<file path="config.mk">
export PLATFORM = sky130hd
export DESIGN_NAME = dcache
export DESIGN_NICKNAME = d
export VERILOG_FILES = /design/src/rtl/dcache_pkg.sv /design/src/rtl/dcache_array.sv /design/src/rtl/dcache.sv
export SDC_FILE = /design/constraint.sdc
export NUM_CORES = 1
export LEC_CHECK = 0
export CORE_ASPECT_RATIO = 1.25
export CORE_MARGIN = 2
export CORE_UTILIZATION = 30
export CTS_CLUSTER_DIAMETER = 200
export CTS_CLUSTER_SIZE = 30
export DETAILED_ROUTE_END_ITERATION = 10
export DONT_BUFFER_PORTS = 1
export SLEW_MARGIN = 20
export SYNTH_ARGS = -nofsm -noshare
export SYNTH_HDL_FRONTEND = slang
export SYNTH_SLANG_ARGS = --single-unit
</file>
<file path="constraint.sdc">
create_clock -name clk -period 12.95 [get_ports clk]
set_input_delay 3.885 -clock clk [delete_from_list [all_inputs] [get_ports clk]]
set_output_delay 3.885 -clock clk [all_outputs]
set_load 0.02 [all_outputs]
</file>
<file path="src/rtl/dcache_pkg.sv">
// Shared cache types: line/tag/index/offset widths, the miss-handling state enum,
// and the byte-lane mask helper used by write hits.
package lc3b_types;

    localparam int INDEX_BITS = 3;
    localparam int TAG_BITS   = 12 - INDEX_BITS;
    localparam int NUM_SETS   = 1 << INDEX_BITS;

    typedef logic [127:0]          lc3b_cache_line;
    typedef logic [TAG_BITS-1:0]   lc3b_cache_tag;
    typedef logic [INDEX_BITS-1:0] lc3b_cache_index;
    typedef logic [2:0]            lc3b_cache_offset;

    typedef enum logic [1:0] {IDLE, WRITEBACK, FILL} dcache_state_t;

    // Places the two CPU byte enables onto the 16 byte lanes of a line.
    function automatic logic [15:0] word_byte_mask(lc3b_cache_offset word, logic [1:0] be);
        logic [15:0] mask;
        mask = '0;
        mask[{word, 1'b0} +: 2] = be;
        return mask;
    endfunction

endpackage

</file>
<file path="src/rtl/dcache_array.sv">
// Storage for the direct-mapped cache: line data, tags, valid and dirty bits.
// Reads are asynchronous by index; writes are per-byte on the line plus per-field enables.
module dcache_array
    import lc3b_types::*;
(
    input  logic                  clk,
    input  logic                  rst_n,
    input  logic [INDEX_BITS-1:0] i_index,
    input  logic [15:0]           i_byte_we,
    input  logic [127:0]          i_wdata,
    input  logic                  i_tag_we,
    input  logic [TAG_BITS-1:0]   i_wtag,
    input  logic                  i_valid_we,
    input  logic                  i_valid,
    input  logic                  i_dirty_we,
    input  logic                  i_dirty,
    output logic [127:0]          o_line,
    output logic [TAG_BITS-1:0]   o_tag,
    output logic                  o_valid,
    output logic                  o_dirty
);

    lc3b_cache_line        r_data [NUM_SETS];
    lc3b_cache_tag         r_tag  [NUM_SETS];
    logic [NUM_SETS-1:0]   r_valid;
    logic [NUM_SETS-1:0]   r_dirty;

    always_ff @(posedge clk) begin
        if (!rst_n) begin
            r_valid <= '0;
            r_dirty <= '0;
        end else begin
            if (i_valid_we) r_valid[i_index] <= i_valid;
            if (i_dirty_we) r_dirty[i_index] <= i_dirty;
        end
    end

    // Data and tags need no reset: valid gates every use of them.
    always_ff @(posedge clk) begin
        for (int b = 0; b < 16; b++) begin
            if (i_byte_we[b]) r_data[i_index][b*8 +: 8] <= i_wdata[b*8 +: 8];
        end
        if (i_tag_we) r_tag[i_index] <= i_wtag;
    end

    assign o_line  = r_data[i_index];
    assign o_tag   = r_tag[i_index];
    assign o_valid = r_valid[i_index];
    assign o_dirty = r_dirty[i_index];

endmodule

</file>
<file path="src/rtl/dcache.sv">
// Direct-mapped write-back, write-allocate L1 data cache; zero-wait hits,
// misses stall the CPU while the FSM writes back the victim and fills the line.
//
//   state     | meaning
//   IDLE      | serve hits combinationally, detect misses
//   WRITEBACK | push dirty victim line to pmem
//   FILL      | fetch requested line from pmem and install it
module dcache
    import lc3b_types::*;
(
    input  logic         clk,
    input  logic         rst_n,
    input  logic         dcache_enable,
    input  logic [15:0]  mem_address,
    input  logic         mem_read,
    input  logic         mem_write,
    input  logic [1:0]   mem_byte_enable,
    input  logic [15:0]  mem_wdata,
    output logic [15:0]  mem_rdata,
    output logic         mem_resp,
    output logic         dcache_hit,
    output logic [15:0]  pmem_address,
    output logic         pmem_read,
    output logic         pmem_write,
    output logic [127:0] pmem_wdata,
    input  logic [127:0] pmem_rdata,
    input  logic         pmem_resp
);

    dcache_state_t r_state;
    dcache_state_t w_next;

    logic [TAG_BITS-1:0]   w_tag;
    logic [INDEX_BITS-1:0] w_index;
    logic [2:0]            w_word;
    logic                  w_req;
    logic                  w_hit;

    logic [127:0]          w_line;
    logic [TAG_BITS-1:0]   w_stored_tag;
    logic                  w_valid;
    logic                  w_dirty;

    logic [15:0]           w_byte_we;
    logic [127:0]          w_wdata;
    logic                  w_tag_we;
    logic                  w_valid_we;
    logic                  w_valid_in;
    logic                  w_dirty_we;
    logic                  w_dirty_in;

    assign w_tag   = mem_address[15:4+INDEX_BITS];
    assign w_index = mem_address[3+INDEX_BITS:4];
    assign w_word  = mem_address[3:1];
    assign w_req   = dcache_enable & (mem_read | mem_write);
    assign w_hit   = w_req & w_valid & (w_stored_tag == w_tag);

    dcache_array u_array (
        .clk        (clk),
        .rst_n      (rst_n),
        .i_index    (w_index),
        .i_byte_we  (w_byte_we),
        .i_wdata    (w_wdata),
        .i_tag_we   (w_tag_we),
        .i_wtag     (w_tag),
        .i_valid_we (w_valid_we),
        .i_valid    (w_valid_in),
        .i_dirty_we (w_dirty_we),
        .i_dirty    (w_dirty_in),
        .o_line     (w_line),
        .o_tag      (w_stored_tag),
        .o_valid    (w_valid),
        .o_dirty    (w_dirty)
    );

    always_ff @(posedge clk) begin
        if (!rst_n) r_state <= IDLE;
        else        r_state <= w_next;
    end

    always_comb begin
        w_next = r_state;
        case (r_state)
            IDLE:      if (w_req && !w_hit) w_next = w_dirty ? WRITEBACK : FILL;
            WRITEBACK: if (pmem_resp) w_next = FILL;
            FILL:      if (pmem_resp) w_next = IDLE;
            default:   w_next = IDLE;
        endcase
    end

    always_comb begin
        mem_resp     = 1'b0;
        dcache_hit   = 1'b0;
        mem_rdata    = '0;
        pmem_read    = 1'b0;
        pmem_write   = 1'b0;
        pmem_address = '0;
        pmem_wdata   = '0;
        w_byte_we    = '0;
        w_wdata      = '0;
        w_tag_we     = 1'b0;
        w_valid_we   = 1'b0;
        w_valid_in   = 1'b0;
        w_dirty_we   = 1'b0;
        w_dirty_in   = 1'b0;
        case (r_state)
            IDLE: begin
                dcache_hit = w_hit;
                mem_resp   = w_hit;
                // Read+write together counts as a write.
                if (w_hit && mem_write) begin
                    w_byte_we  = word_byte_mask(w_word, mem_byte_enable);
                    w_wdata    = {8{mem_wdata}};
                    w_dirty_we = 1'b1;
                    w_dirty_in = 1'b1;
                end else if (w_hit) begin
                    mem_rdata = w_line[{w_word, 4'b0} +: 16];
                end
            end
            WRITEBACK: begin
                pmem_write   = 1'b1;
                pmem_address = {w_stored_tag, w_index, 4'b0};
                pmem_wdata   = w_line;
                if (pmem_resp) w_dirty_we = 1'b1;
            end
            FILL: begin
                pmem_read    = 1'b1;
                pmem_address = {w_tag, w_index, 4'b0};
                if (pmem_resp) begin
                    w_byte_we  = '1;
                    w_wdata    = pmem_rdata;
                    w_tag_we   = 1'b1;
                    w_valid_we = 1'b1;
                    w_valid_in = 1'b1;
                    w_dirty_we = 1'b1;
                end
            end
            default: ;
        endcase
    end

endmodule

</file>
==> metrics.txt <==
crit path DAT=7.86 ns; clk buf depth=3; Site Rows=~160; # Post-CTS Setup Buffers=0; CTS root buf=clkbuf_16; slowest stage delay, CP=1.10 ns; CP bufs+invs=2; # port buffers=0; Fmax=85.2 MHz; worst clock skew=0.0287 ns; Worst setup SP type=input port; Max-cap violations=0; Yosys cell types=62; Worst-Margin Slew=1.23 ns; Cells after Synth=around 2,800; post-DP HPWL=109,000 µm; commonest non-fill, non-tap cell in the layout=edfxtp_1; Power Dens Cells=128 nW/µm²; CTS Buf Count=between 40 and 50; outcome=finished, final reports clean; Via density=slightly below 6; Final Hold Vio Count=0; CTS Hold Bufs=0; total wire length=161,000 µm; slowest CP cell=a211oi_1; share of layout cells above drive strength 1=0.0887; leakage=0.0148 µW; hold endpoint=u_array.r_valid[3]$_SDFFE_PN0P_; CTS H-tree lvls=2; WHS Path Cells=1; worst reg-to-reg setup slack=7.64 ns; worst r2r src=u_array.r_tag[7][8]$_DFFE_PP_; Max Slew Vio Count=0; Slew headroom=0.180; gr ovfl total=0; Die X=348 µm; fraction of registers with async set/reset=0; WP data required=slightly above 9 ns; RD Place Congestion=between 0.8 and 0.9; worst min-delay path class=reg -> reg; RSZ-0062 raised after global routing=no; total number of vias=~27,000; Setup CP Type=in -> out; min-delay src=u_array.r_valid[3]$_SDFFE_PN0P_; FF-to-FF End=u_array.r_data[7][31]$_DFFE_PP_; DR DRC count=0; setup TNS=0 ns; Worst Reg2Reg Path Length in Cells=10; Final setup viols=0; Resized Gates After CTS=0; Finished Layout Cells=~4,600; placed cell count=4,547; pin count of the biggest net entering global routing=103; clock sink total=1,114; sequential element share of the synthesized area=0.748; VDD IR max=90.9 µV; DR iter-0 viols=3,971; total track usage=0.204; minimum clock period=11.74 ns; Initial Utilization=0.301; core area=about 150,000 µm²; first-pass GRT wire length=215,000 µm; fin crit share=0.907; Yosys Warn Count=0; Synth Cell Area=44,500 µm²; clk_lat worst skew=0.69 ns; family with the most delay on the worst path=compound AO/OA/AOI/OAI gates; Setup crit end kind=output pin; CP Depth=8; nets@finish=2,851; die area=151,000 µm²; I/O pins=about 330; most frequent cells in the layout=edfxtp_1 (1,096), a22oi_1 (374), nor2_1 (218), a22o_1 (158), buf_4 (66); DR WL/cell=around 35 µm; CTS tree=done; CTS clk-pin slew, worst paths=between 0.1 and 0.15 ns; crit-path max FO=59; crit-path cells=inv_1 -> mux2i_1 -> xor2_1 -> o211ai_1 -> nor4_4 -> nand2b_1 -> a211oi_1 -> buf_4; vias in the first global route=25,400; Seq cells post-synth=approximately 1,100; main flop type after synthesis=edfxtp_1; Die Span Y=435 µm; syn avg cell area=~16 µm²; initial antenna violation count=44; Post-synth EDFFs=1,096; fin util=0.325; DR pass1 iterations=7; antenna-violating nets left=0; Synth-to-Final Area Change=8.08%
[cell usage after synthesis (all sizes together) (4+ instances only)]
master / n / area, µm²
and4: 36 / 315
nand2: 59 / 224
a22o: 158 / 1380
nor2b: 10 / 62.6
o22ai: 11 / 68.8
a21oi: 57 / 285
dfxtp: 18 / 360
edfxtp: 1096 / 32900
nor2: 221 / 830
o21ai: 38 / 190
o311ai: 9 / 78.8
nand4: 43 / 269
nand2b: 5 / 31.3
and3: 20 / 125
a22oi: 374 / 2810
inv: 12 / 45.0
buf: 119 / 561
a221o: 17 / 170
nor3b: 5 / 42.5
o21a: 12 / 90.1
nor3: 18 / 95.1
o31ai: 9 / 67.6
and2: 66 / 413
a31oi: 21 / 131
nor4: 4 / 40.0
and3b: 5 / 43.8
a222oi: 7 / 70.1
mux2: 46 / 518
a2111oi: 7 / 67.6
clkbuf: 107 / 402
ha: 9 / 113
mux4: 28 / 631
a211oi: 8 / 60.1
nand3: 13 / 65.1
mux2i: 24 / 240
a221oi: 54 / 473
[layout make-up]
cell class,count,area (µm²)
fillers,14300,99800
diodes,27,67.6
flip-flops and latches,1114,33300
repair buffers,78,721
inverters,14,55.1
clock inverters,5,58.8
multi-input cells,1423,10400
well taps,1920,2400
clock buffers,59,1160
[registers in the layout, indices dropped and copies added (netlist names)]
name / count
r_state: 2
u_array.r_tag: 72
u_array.r_data: 1024
u_array.r_valid: 8
u_array.r_dirty: 8
[worst max-delay path by stage]
stage               endpoint           start
6_report       mem_rdata[11]  mem_address[6]
5_1_grt        mem_rdata[10]  mem_address[6]
4_1_cts        mem_rdata[10]  mem_address[6]
3_5_place_dp   mem_rdata[10]  mem_address[6]
3_3_place_gp   mem_rdata[10]  mem_address[6]
2_1_floorplan  mem_rdata[10]  mem_address[4]
[stage by stage]
step | instance area, µm² | hold slack, ns | setup WS (ns) | power (µW)
3_3_place_gp | 46800 | 0.441 | 1.61 | 4500
6_report | 48100 | 0.481 | 1.21 | 6180
4_1_cts | 48000 | 0.476 | 1.56 | 6170
5_1_grt | 48000 | 0.495 | 1.17 | 6310
2_1_floorplan | 44500 | 0.435 | 2.20 | 4340
3_5_place_dp | 46800 | 0.448 | 1.58 | 4510
[cell families after synthesis]
group                      count (synthesis)  share of synthesized area
and+or+nand+nor                          512                     0.0586
buffers and inverters                    240                     0.0228
AOI/OAI and AO/OA                        797                      0.137
muxes                                     98                     0.0312
xor gates and xnor gates                   3                   0.000591
DFF                                     1114                      0.748
other                                      1                  0.0000843
adders and majority gates                  9                    0.00253
[power by group]
group          leakage (µW)  internal, µW  switching (µW)  total (µW)
Clock              0.000587           643            1090        1730
Combinational       0.00338           117             329         446
Sequential           0.0108          3990            7.02        4000
[routing by layer]
metal | track usage | up-vias | routed length, µm
li1 | - | 11100 | -
met1 | 0.262 | 14200 | 59800
met2 | 0.312 | 1858 | 71600
met3 | 0.0830 | 261 | 23600
met4 | 0.0710 | 48 | 5550
met5 | 0 | - | 325
Note: power is estimated with default switching activity, not from simulation.
